==> src/rtl/axi_lite_cmd_master_if.sv <==
// AXI4-Lite bus bundle (32-bit address/data) shared by the command master
// and the memory wrapper.
interface axi4_lite_if;
    logic [31:0] awaddr;
    logic [2:0]  awprot;
    logic        awvalid;
    logic        awready;
    logic [31:0] wdata;
    logic [3:0]  wstrb;
    logic        wvalid;
    logic        wready;
    logic [1:0]  bresp;
    logic        bvalid;
    logic        bready;
    logic [31:0] araddr;
    logic [2:0]  arprot;
    logic        arvalid;
    logic        arready;
    logic [31:0] rdata;
    logic [1:0]  rresp;
    logic        rvalid;
    logic        rready;

    modport m (
        output awaddr, awprot, awvalid, input awready,
        output wdata, wstrb, wvalid, input wready,
        input bresp, bvalid, output bready,
        output araddr, arprot, arvalid, input arready,
        input rdata, rresp, rvalid, output rready
    );

    modport s (
        input awaddr, awprot, awvalid, output awready,
        input wdata, wstrb, wvalid, output wready,
        output bresp, bvalid, input bready,
        input araddr, arprot, arvalid, output arready,
        output rdata, rresp, rvalid, input rready
    );
endinterface

==> src/rtl/axi_lite_cmd_master.sv <==
// Single-outstanding AXI4-Lite master: one valid/ready command in, one
// response out, with a timeout that answers for slaves that never respond.
module axi_lite_cmd_master #(
    parameter int unsigned TIMEOUT_CYCLES = 1024
) (
    input  logic        aclk,
    input  logic        areset,
    input  logic        cmd_valid,
    output logic        cmd_ready,
    input  logic        cmd_we,
    input  logic [31:0] cmd_addr,
    input  logic [31:0] cmd_wdata,
    input  logic [3:0]  cmd_wstrb,
    output logic        rsp_valid,
    input  logic        rsp_ready,
    output logic [31:0] rsp_rdata,
    output logic [1:0]  rsp_resp,
    output logic        rsp_timeout,
    axi4_lite_if.m      axi
);

    localparam int unsigned     CNT_W      = (TIMEOUT_CYCLES == 0) ? 1 : $clog2(TIMEOUT_CYCLES + 1);
    localparam logic [CNT_W-1:0] CNT_LIMIT = CNT_W'(TIMEOUT_CYCLES);
    localparam logic            TIMEOUT_EN = (TIMEOUT_CYCLES != 0);

    typedef enum logic [2:0] {IDLE, WADDR, WRESP, RADDR, RDATA, RSP, DRAIN} state_t;

    state_t           state_q, state_d;
    logic [CNT_W-1:0] cnt_q, cnt_d;
    logic             we_q, we_d;
    logic             closed_q, closed_d;
    logic [31:0]      addr_q, addr_d;
    logic [31:0]      wdata_q, wdata_d;
    logic [3:0]       wstrb_q, wstrb_d;
    logic             cmd_ready_q, cmd_ready_d;
    logic             awvalid_q, awvalid_d;
    logic             wvalid_q, wvalid_d;
    logic             arvalid_q, arvalid_d;
    logic             bready_q, bready_d;
    logic             rready_q, rready_d;
    logic             rsp_valid_q, rsp_valid_d;
    logic [31:0]      rsp_rdata_q, rsp_rdata_d;
    logic [1:0]       rsp_resp_q, rsp_resp_d;
    logic             rsp_timeout_q, rsp_timeout_d;

    logic             cmd_accept, aw_hs, w_hs, ar_hs, b_hs, r_hs, rsp_hs;
    logic             aw_done, w_done, ar_done, timeout_hit, raise_timeout;
    logic [CNT_W-1:0] cnt_inc;

    assign cmd_accept  = (state_q == IDLE) && cmd_valid && cmd_ready_q;
    assign aw_hs       = awvalid_q && axi.awready;
    assign w_hs        = wvalid_q && axi.wready;
    assign ar_hs       = arvalid_q && axi.arready;
    assign b_hs        = bready_q && axi.bvalid;
    assign r_hs        = rready_q && axi.rvalid;
    assign rsp_hs      = rsp_valid_q && rsp_ready;
    assign aw_done     = !awvalid_q || axi.awready;
    assign w_done      = !wvalid_q || axi.wready;
    assign ar_done     = !arvalid_q || axi.arready;
    assign cnt_inc     = cnt_q + CNT_W'(1);
    // Fires in the cycle whose increment lands on the limit, so the response is
    // registered one cycle later at TIMEOUT_CYCLES+1 after acceptance.
    assign timeout_hit = TIMEOUT_EN && (cnt_inc == CNT_LIMIT);

    // Next-state and registered-output computation.
    always_comb begin
        state_d       = state_q;
        cnt_d         = cnt_q;
        we_d          = we_q;
        closed_d      = closed_q;
        addr_d        = addr_q;
        wdata_d       = wdata_q;
        wstrb_d       = wstrb_q;
        cmd_ready_d   = 1'b0;
        awvalid_d     = awvalid_q;
        wvalid_d      = wvalid_q;
        arvalid_d     = arvalid_q;
        bready_d      = bready_q;
        rready_d      = rready_q;
        rsp_valid_d   = rsp_valid_q;
        rsp_rdata_d   = rsp_rdata_q;
        rsp_resp_d    = rsp_resp_q;
        rsp_timeout_d = rsp_timeout_q;
        raise_timeout = 1'b0;

        unique case (state_q)
            IDLE: begin
                cmd_ready_d = 1'b1;
                if (cmd_accept) begin
                    cmd_ready_d = 1'b0;
                    addr_d      = cmd_addr;
                    wdata_d     = cmd_wdata;
                    wstrb_d     = cmd_wstrb;
                    we_d        = cmd_we;
                    cnt_d       = '0;
                    closed_d    = 1'b0;
                    if (cmd_we) begin
                        awvalid_d = 1'b1;
                        wvalid_d  = 1'b1;
                        state_d   = WADDR;
                    end else begin
                        arvalid_d = 1'b1;
                        state_d   = RADDR;
                    end
                end
            end
            WADDR: begin
                cnt_d = cnt_inc;
                if (aw_hs) awvalid_d = 1'b0;
                if (w_hs)  wvalid_d  = 1'b0;
                if (timeout_hit) begin
                    raise_timeout = 1'b1;
                end else if (aw_done && w_done) begin
                    bready_d = 1'b1;
                    state_d  = WRESP;
                end
            end
            WRESP: begin
                cnt_d = cnt_inc;
                if (b_hs) begin
                    bready_d      = 1'b0;
                    rsp_valid_d   = 1'b1;
                    rsp_resp_d    = axi.bresp;
                    rsp_rdata_d   = '0;
                    rsp_timeout_d = 1'b0;
                    state_d       = RSP;
                end else if (timeout_hit) begin
                    raise_timeout = 1'b1;
                end
            end
            RADDR: begin
                cnt_d = cnt_inc;
                if (ar_hs) begin
                    arvalid_d = 1'b0;
                    rready_d  = 1'b1;
                end
                if (timeout_hit) begin
                    raise_timeout = 1'b1;
                end else if (ar_hs) begin
                    state_d = RDATA;
                end
            end
            RDATA: begin
                cnt_d = cnt_inc;
                if (r_hs) begin
                    rready_d      = 1'b0;
                    rsp_valid_d   = 1'b1;
                    rsp_resp_d    = axi.rresp;
                    rsp_rdata_d   = axi.rdata;
                    rsp_timeout_d = 1'b0;
                    state_d       = RSP;
                end else if (timeout_hit) begin
                    raise_timeout = 1'b1;
                end
            end
            RSP: begin
                if (rsp_hs) begin
                    rsp_valid_d = 1'b0;
                    cmd_ready_d = 1'b1;
                    state_d     = IDLE;
                end
            end
            DRAIN: begin
                // Finish the abandoned AXI transaction without ever withdrawing a
                // valid; the late response is accepted and dropped.
                if (rsp_hs) rsp_valid_d = 1'b0;
                if (we_q) begin
                    if (aw_hs) awvalid_d = 1'b0;
                    if (w_hs)  wvalid_d  = 1'b0;
                    if (b_hs) begin
                        bready_d = 1'b0;
                        closed_d = 1'b1;
                    end else if (aw_done && w_done && !closed_q) begin
                        bready_d = 1'b1;
                    end
                end else begin
                    if (ar_hs) arvalid_d = 1'b0;
                    if (r_hs) begin
                        rready_d = 1'b0;
                        closed_d = 1'b1;
                    end else if (ar_done && !closed_q) begin
                        rready_d = 1'b1;
                    end
                end
                if ((closed_q || b_hs || r_hs) && (!rsp_valid_q || rsp_ready)) begin
                    cmd_ready_d = 1'b1;
                    state_d     = IDLE;
                end
            end
            default: state_d = IDLE;
        endcase

        if (raise_timeout) begin
            rsp_valid_d   = 1'b1;
            rsp_resp_d    = 2'b10;
            rsp_rdata_d   = '0;
            rsp_timeout_d = 1'b1;
            state_d       = DRAIN;
        end
    end

    // State and output registers with synchronous reset.
    always_ff @(posedge aclk) begin
        if (areset) begin
            state_q       <= IDLE;
            cnt_q         <= '0;
            we_q          <= 1'b0;
            closed_q      <= 1'b0;
            addr_q        <= '0;
            wdata_q       <= '0;
            wstrb_q       <= '0;
            cmd_ready_q   <= 1'b0;
            awvalid_q     <= 1'b0;
            wvalid_q      <= 1'b0;
            arvalid_q     <= 1'b0;
            bready_q      <= 1'b0;
            rready_q      <= 1'b0;
            rsp_valid_q   <= 1'b0;
            rsp_rdata_q   <= '0;
            rsp_resp_q    <= '0;
            rsp_timeout_q <= 1'b0;
        end else begin
            state_q       <= state_d;
            cnt_q         <= cnt_d;
            we_q          <= we_d;
            closed_q      <= closed_d;
            addr_q        <= addr_d;
            wdata_q       <= wdata_d;
            wstrb_q       <= wstrb_d;
            cmd_ready_q   <= cmd_ready_d;
            awvalid_q     <= awvalid_d;
            wvalid_q      <= wvalid_d;
            arvalid_q     <= arvalid_d;
            bready_q      <= bready_d;
            rready_q      <= rready_d;
            rsp_valid_q   <= rsp_valid_d;
            rsp_rdata_q   <= rsp_rdata_d;
            rsp_resp_q    <= rsp_resp_d;
            rsp_timeout_q <= rsp_timeout_d;
        end
    end

    assign cmd_ready   = cmd_ready_q;
    assign rsp_valid   = rsp_valid_q;
    assign rsp_rdata   = rsp_rdata_q;
    assign rsp_resp    = rsp_resp_q;
    assign rsp_timeout = rsp_timeout_q;

    assign axi.awaddr  = addr_q;
    assign axi.araddr  = addr_q;
    assign axi.awprot  = '0;
    assign axi.arprot  = '0;
    assign axi.wdata   = wdata_q;
    assign axi.wstrb   = wstrb_q;
    assign axi.awvalid = awvalid_q;
    assign axi.wvalid  = wvalid_q;
    assign axi.arvalid = arvalid_q;
    assign axi.bready  = bready_q;
    assign axi.rready  = rready_q;

endmodule

==> src/flat_wrapper.sv <==
// flat-port wrapper written by rule: the top's interface ports become plain ports
module axi_lite_cmd_master_flat 
#(
    parameter int unsigned TIMEOUT_CYCLES = 1024
)
  (aclk, areset, cmd_valid, cmd_ready, cmd_we, cmd_addr, cmd_wdata, cmd_wstrb, rsp_valid, rsp_ready, rsp_rdata, rsp_resp, rsp_timeout, axi_awaddr, axi_awprot, axi_awvalid, axi_awready, axi_wdata, axi_wstrb, axi_wvalid, axi_wready, axi_bresp, axi_bvalid, axi_bready, axi_araddr, axi_arprot, axi_arvalid, axi_arready, axi_rdata, axi_rresp, axi_rvalid, axi_rready);
  axi4_lite_if axi_i ();
  input  logic aclk;
  input  logic areset;
  input  logic cmd_valid;
  output logic cmd_ready;
  input  logic cmd_we;
  input  logic [31:0] cmd_addr;
  input  logic [31:0] cmd_wdata;
  input  logic [3:0] cmd_wstrb;
  output logic rsp_valid;
  input  logic rsp_ready;
  output logic [31:0] rsp_rdata;
  output logic [1:0] rsp_resp;
  output logic rsp_timeout;
  output wire logic [$bits(axi_i.awaddr)-1:0] axi_awaddr;
  output wire logic [$bits(axi_i.awprot)-1:0] axi_awprot;
  output wire logic [$bits(axi_i.awvalid)-1:0] axi_awvalid;
  input wire logic [$bits(axi_i.awready)-1:0] axi_awready;
  output wire logic [$bits(axi_i.wdata)-1:0] axi_wdata;
  output wire logic [$bits(axi_i.wstrb)-1:0] axi_wstrb;
  output wire logic [$bits(axi_i.wvalid)-1:0] axi_wvalid;
  input wire logic [$bits(axi_i.wready)-1:0] axi_wready;
  input wire logic [$bits(axi_i.bresp)-1:0] axi_bresp;
  input wire logic [$bits(axi_i.bvalid)-1:0] axi_bvalid;
  output wire logic [$bits(axi_i.bready)-1:0] axi_bready;
  output wire logic [$bits(axi_i.araddr)-1:0] axi_araddr;
  output wire logic [$bits(axi_i.arprot)-1:0] axi_arprot;
  output wire logic [$bits(axi_i.arvalid)-1:0] axi_arvalid;
  input wire logic [$bits(axi_i.arready)-1:0] axi_arready;
  input wire logic [$bits(axi_i.rdata)-1:0] axi_rdata;
  input wire logic [$bits(axi_i.rresp)-1:0] axi_rresp;
  input wire logic [$bits(axi_i.rvalid)-1:0] axi_rvalid;
  output wire logic [$bits(axi_i.rready)-1:0] axi_rready;
  assign axi_awaddr = axi_i.awaddr;
  assign axi_awprot = axi_i.awprot;
  assign axi_awvalid = axi_i.awvalid;
  assign axi_i.awready = axi_awready;
  assign axi_wdata = axi_i.wdata;
  assign axi_wstrb = axi_i.wstrb;
  assign axi_wvalid = axi_i.wvalid;
  assign axi_i.wready = axi_wready;
  assign axi_i.bresp = axi_bresp;
  assign axi_i.bvalid = axi_bvalid;
  assign axi_bready = axi_i.bready;
  assign axi_araddr = axi_i.araddr;
  assign axi_arprot = axi_i.arprot;
  assign axi_arvalid = axi_i.arvalid;
  assign axi_i.arready = axi_arready;
  assign axi_i.rdata = axi_rdata;
  assign axi_i.rresp = axi_rresp;
  assign axi_i.rvalid = axi_rvalid;
  assign axi_rready = axi_i.rready;
  axi_lite_cmd_master #(.TIMEOUT_CYCLES(TIMEOUT_CYCLES)) u_core (.aclk(aclk), .areset(areset), .cmd_valid(cmd_valid), .cmd_ready(cmd_ready), .cmd_we(cmd_we), .cmd_addr(cmd_addr), .cmd_wdata(cmd_wdata), .cmd_wstrb(cmd_wstrb), .rsp_valid(rsp_valid), .rsp_ready(rsp_ready), .rsp_rdata(rsp_rdata), .rsp_resp(rsp_resp), .rsp_timeout(rsp_timeout), .axi(axi_i));
endmodule
==> config.mk <==
export PLATFORM = sky130hd
export DESIGN_NAME = axi_lite_cmd_master_flat
export DESIGN_NICKNAME = d
export VERILOG_FILES = /design/src/rtl/axi_lite_cmd_master_if.sv /design/src/rtl/axi_lite_cmd_master.sv /design/src/flat_wrapper.sv
export SDC_FILE = /design/constraint.sdc
export NUM_CORES = 1
export LEC_CHECK = 0
export BUFFER_PORTS_ARGS = -buffer_cell sky130_fd_sc_hd__buf_4
export CORE_MARGIN = 2
export CORE_UTILIZATION = 43
export CTS_CLUSTER_SIZE = 16
export DETAILED_ROUTE_END_ITERATION = 16
export PLACE_DENSITY = 0.85
export SYNTH_ARGS = -nofsm -noshare
export SYNTH_HDL_FRONTEND = slang
export SYNTH_SLANG_ARGS = --single-unit
==> constraint.sdc <==
create_clock -name aclk -period 2.3 [get_ports aclk]
set_input_delay 0.23 -clock aclk [delete_from_list [all_inputs] [get_ports aclk]]
set_output_delay 0.23 -clock aclk [all_outputs]
set_load 0.01 [all_outputs]
Yosys cells after proc, flatten, opt, wreduce, memory -nomap -nowiden

Cells that the tools add are included.
Widths: inputs -> output; s select.

Add/subtract/negate cells: 1
$mul: 0
Divide/modulo/power cells: 0
$lt $le $gt $ge: 0
Equal/unequal tests: 34
Shift-type cells: 0
Mux-type cells: 65
Bitwise operators: 0
Reductions and logical operators: 49

Operator list:

| cell                  | count |
|---|---|
| $mux 32               | 2 |
| $pmux 32 s2           | 1 |
| $mux 1                | 34 |
| $ne 3x1->1 const B    | 11 |
| $mux 3                | 10 |
| $pmux 1 s3            | 8 |
| $pmux 11 s2           | 1 |
| $pmux 3 s7            | 1 |
| $reduce_and 9->1      | 2 |
| $ne 2x1->1 const B    | 8 |
| $reduce_and 4->1      | 4 |
| $reduce_bool 3->1     | 5 |
| $logic_and 1x1->1     | 12 |
| $add 11x1->11 const B | 1 |
| $eq 11x11->1 const B  | 1 |
| $mux 11               | 1 |
| $ne 2x2->1 const B    | 5 |
| $eq 3x3->1 const B    | 3 |
| $ne 3x3->1 const B    | 3 |
| $mux 2                | 4 |
| $eq 3x2->1 const B    | 2 |
| $logic_or 1x1->1      | 6 |
| $reduce_and 3->1      | 2 |
| $reduce_and 6->1      | 1 |
| 11 further kinds      | 21 |

Flip-flop bits (word level): 126
Latch bits: 0
Bits in writable memories: 0
Memory bits (read-only): 0
Input bits: 114
Output and inout bits: 148
Word-level logic and storage cells: 168
Memories: 0

Depth between registers and ports, before layout

Depth in word-level cells: 8
Mapped depth: 8
Mapped depth without buffers: 6

Least setup slack after synthesis

Ideal clock, no wire load.

Kind: register to register
Start point: register u_core.cnt_q[0]
End point: register u_core.rsp_rdata_q[10], in the netlist u_core.rsp_rdata[10]
Library setup time: 0.152 ns
Arrival: 2.051 ns
Required time: 2.148 ns
Path slack: 0.097 ns
Cell stages (with the launch flop): 9
Buffers on the path: 2
Period minus slack after synthesis: 2.203 ns
Path through: dfxtp_1 -> ha_1 -> nand3_1 -> or4_1 -> a32oi_1 -> and2_1 -> buf_6 -> buf_12 -> a221oi_2

Word-level cells in the longest chain between the ends: 6
Elaborated cells on any way between the ends: 7
Those cells by class: add/sub: 1; eq/ne: 1; mux: 4; reduce/logical: 1

RTL lines:

| what                             | line                                                   | RTL |
|---|---|---|
| start: declaration               | axi_lite_cmd_master.sv:29                              | `logic [CNT_W-1:0] cnt_q, cnt_d;` |
| start signal: assignment         | axi_lite_cmd_master.sv:224                             | `cnt_q <= cnt_d;` |
| $add 11x1->11 (*)                | axi_lite_cmd_master.sv:60                              | `assign cnt_inc = cnt_q + CNT_W'(1);` |
| $eq 11x11->1 (*)                 | axi_lite_cmd_master.sv:63                              | `assign timeout_hit = TIMEOUT_EN && (cnt_inc == CNT_LIMIT);` |
| $mux 1 (*)                       | -                                                      |  |
| $mux 1, on equally long branches | axi_lite_cmd_master.sv:145, axi_lite_cmd_master.sv:120 |  |
| $pmux 1 s3 (*)                   | axi_lite_cmd_master.sv:86                              | `unique case (state_q)` |
| $reduce_or 2->1 (no line) (*)    | -                                                      |  |
| end signal: assignment           | axi_lite_cmd_master.sv:237                             | `rsp_rdata_q <= rsp_rdata_d;` |
| end: declaration                 | axi_lite_cmd_master.sv:42                              | `logic [31:0] rsp_rdata_q, rsp_rdata_d;` |

Every way passes the cells marked *; elsewhere a longest branch is shown, timed or not.
A chain may end at the register's enable or synchronous reset.

Worst setup path in the final report

Start point: register u_core.cnt_q[0]
End point: register u_core.rsp_rdata_q[26], in the netlist u_core.rsp_rdata[26]

The elaborated chain is that of the path after synthesis.

==> results.md <==
- Run status: complete, no violations
- Row cnt: 42
- CORE AREA: 0.01330 mm2
- Number of global-route vias before repair: 5,761
- DRC violations left: 0
- Worst rel slew slack: 0.5337
- Initial cell density of the core: 0.4424
- Tcrit/Tclk final: 0.9184
- Num Clock Sinks: between 100 and 150
- Fmax: 473.4 MHz
- Max cap viols: 0
- Global-route wire length before repair: 27,300 um
- Worst-path cell chain: ha_1, nand3_1, or4_1, a32oi_2, and2_2, buf_12, a221oi_2
- Final ANT Viol Nets: 0
- Register area share after synthesis: 0.4288
- PwrDens: 981.1 mW/mm2
- Input/output buffers: 255
- WHS: 0.05519 ns
- CTS tree: done
- Inserted Clock Buffers: 17
- Pin count of the biggest net entering global routing: 70
- Cell area after synthesis: 0.005882 mm2
- Post-synthesis cell count: roughly 730
- Antenna Cells: 0
- Hold Crit Class: in2reg
- RSZ-0062 raised after global routing: no
- Area contributors post-synth: dfxtp_1 43%, nand2_1 12%, a21oi_1 8.3%
- CTS Buffer Depth: 2
- Slew Viols, Final: 0
- Mapped Avg Cell Area: 8.046 um2
- Wire length per cell: 15.43 um
- Initial antenna violation count: 0
- EDFF count, synth: 0
- Slowest cell delay on critical path: 0.52 ns
- Static Leak: 3.371 nW
- I/O pin count: between 200 and 300
- DRT iter0 DRCs: 437
- CP Launch Type: flip-flop
- # setup viols final: 0
- Chip Height: 121.0 um
- Insertion delay to the later sink of the worst-skew pair: 0.42 ns
- Number of distinct library cells after synthesis: 54
- Top_reg_cell synth: dfxtp_1
- Die width: 121.0 um
- Synth warn: 0
- Post-route clock skew: 0.01022 ns
- Via count: approximately 6,000
- WP data arrival: 2.38 ns
- Clock root buffer: clkbuf_16
- Vias/cell: 5.311
- Cts hold-fix bufs: 0
- Max FO, Critical Path: 19
- Highest-delay cell along the critical path: or4_1
- VDD IR max: roughly 660 uV
- Crit. End Element: flip-flop
- Fin nets: 1,050
- Final Hold Fails: 0
- Layout cells sized above 1: 0.3759
- Post-synth top area share: 0.4288
- Gpl congestion: 0.8540
- 1st-pass router iterations: 5
- Die Footprint: 0.01463 mm2
- Critical Path RT: 2.57 ns
- Yosys reg bits: about 130
- Post-synth ARST share: 0
- Setup TNS: 0 ns
- Area Growth Syn to Fin: 41.46%
- Tot GR Track Use: 0.2317
- Grt ovf: 0
- CTS H-tree depth: 4
- Post-layout minimum cycle time: roughly 2.1 ns
- Final wirelength: 17,330 um
- Cell taking the most area after synthesis: dfxtp_1
- Worst-Margin Slew: ~0.7 ns
- Clock transition at the registers of the reported paths: around 0.060 ns
- Setup CP Type: reg2reg
- Final HPWL DP: 11,950 um
==> path summary, 6_finish.rpt <==
kind	startpoint	endpoint	slack [ns]	cells after the start
setup reg to reg	u_core.cnt_q[0]	u_core.rsp_rdata[26]	0.19	7
hold reg to reg	u_core.axi.wdata[0]	u_core.axi.wdata[0]	0.45	2
setup / recovery	u_core.cnt_q[0]	u_core.rsp_rdata[26]	0.19	7
hold / removal	cmd_wdata[28]	u_core.axi.wdata[28]	0.06	3
==> per-layer routing <==
metal	global-route usage	routed length, um
met5	0	0
met1	0.2703	6926
met3	0.06156	1212
met4	0.09811	446
met2	0.3992	8739
==> through the flow <==
step	utilization	instances	setup slack [ns]	power [W]	area, um2
finish	0.6258	1123	0.1877	0.008163	8320
detailed placement	0.5832	1091	0.1469	0.005653	7754
CTS	0.6252	1123	0.1271	0.008187	8312
floorplan	-	736	0.09723	0.004524	5901
global route	0.6258	1123	0.07484	0.008608	8320
global placement	0.5832	1091	0.2077	0.005602	7754
==> cell usage in the layout (no fill, tap or decap), drive strengths merged, types with 10 or more instances in the layout <==
master	count
a221oi	32
buf	278
nor3	10
nand2	191
o21ai	21
nor2	24
dfxtp	126
clkbuf	18
nand3	41
a21oi	98
==> cell type report <==
class / instances / area [um2]
flip-flops and latches: 126 / 2524
inverters: 7 / 26.28
fillers: 1127 / 4975
clock inverters: 14 / 118.9
clock buffers: 18 / 439.2
multi-input cells: 504 / 2805
repair buffers: 278 / 2187
well taps: 176 / 220.2
==> cell families (layout without fill, tap and decap cells) <==
| group | count (synthesis) | count (layout) | share of synthesized area |
|---|---|---|---|
| other cells | 1 | 6 | 0.0006376 |
| flops | 126 | 126 | 0.4288 |
| simple gates | 307 | 307 | 0.2308 |
| fa+ha+maj | 2 | 2 | 0.004254 |
| mux | 5 | 5 | 0.008934 |
| buf+inv | 106 | 317 | 0.1030 |
| xor+xnor | 1 | 1 | 0.001489 |
| compound gates | 183 | 183 | 0.2221 |
==> sequential cells by signal (all words and copies together), names as in the netlist, 2 cells and up <==
register and cells:
u_core.axi.wdata 32, u_core.axi.araddr 32, u_core.axi.wstrb 4, u_core.rsp_resp 2
u_core.rsp_rdata 32, u_core.state_q 3, u_core.cnt_q 11
==> synth_stat cells (all sizes together), types with 7 or more instances <==
| master | count |
|---|---|
| nand2 | 191 |
| dfxtp | 126 |
| a21oi | 98 |
| buf | 52 |
| clkbuf | 47 |
| nand3 | 41 |
| a221oi | 32 |
| nor2 | 24 |
| o21ai | 21 |
| nor3 | 10 |
| inv | 7 |
| nor2b | 7 |
==> timing repair <==
item                                    4_1_cts  5_1_grt
endpoints found under the hold margin         0        0
endpoints found under the setup margin        0       27
resized for setup                             0        2
buffers inserted                              0        0
==> where the power goes <==
part	leakage, nW	internal (W)	switching (W)	total (W)
registers	1.02	0.00246	0.000283	0.00274
logic	2.09	0.00120	0.00171	0.00291
clock network	0.264	0.00151	0.00100	0.00251
total	3.37	0.00517	0.00299	0.00816
==> critical path: cells and delay by family (launching register included) <==
family | cells | cell delay [ns]
AO/OA/AOI/OAI | 2 | 0.34
flip-flops | 1 | 0.32
AND/OR/NAND/NOR | 3 | 0.91
buffers and inverters | 1 | 0.20
adder cells (fa/ha/maj) | 1 | 0.18
Note: power is estimated with default switching activity, not from simulation.
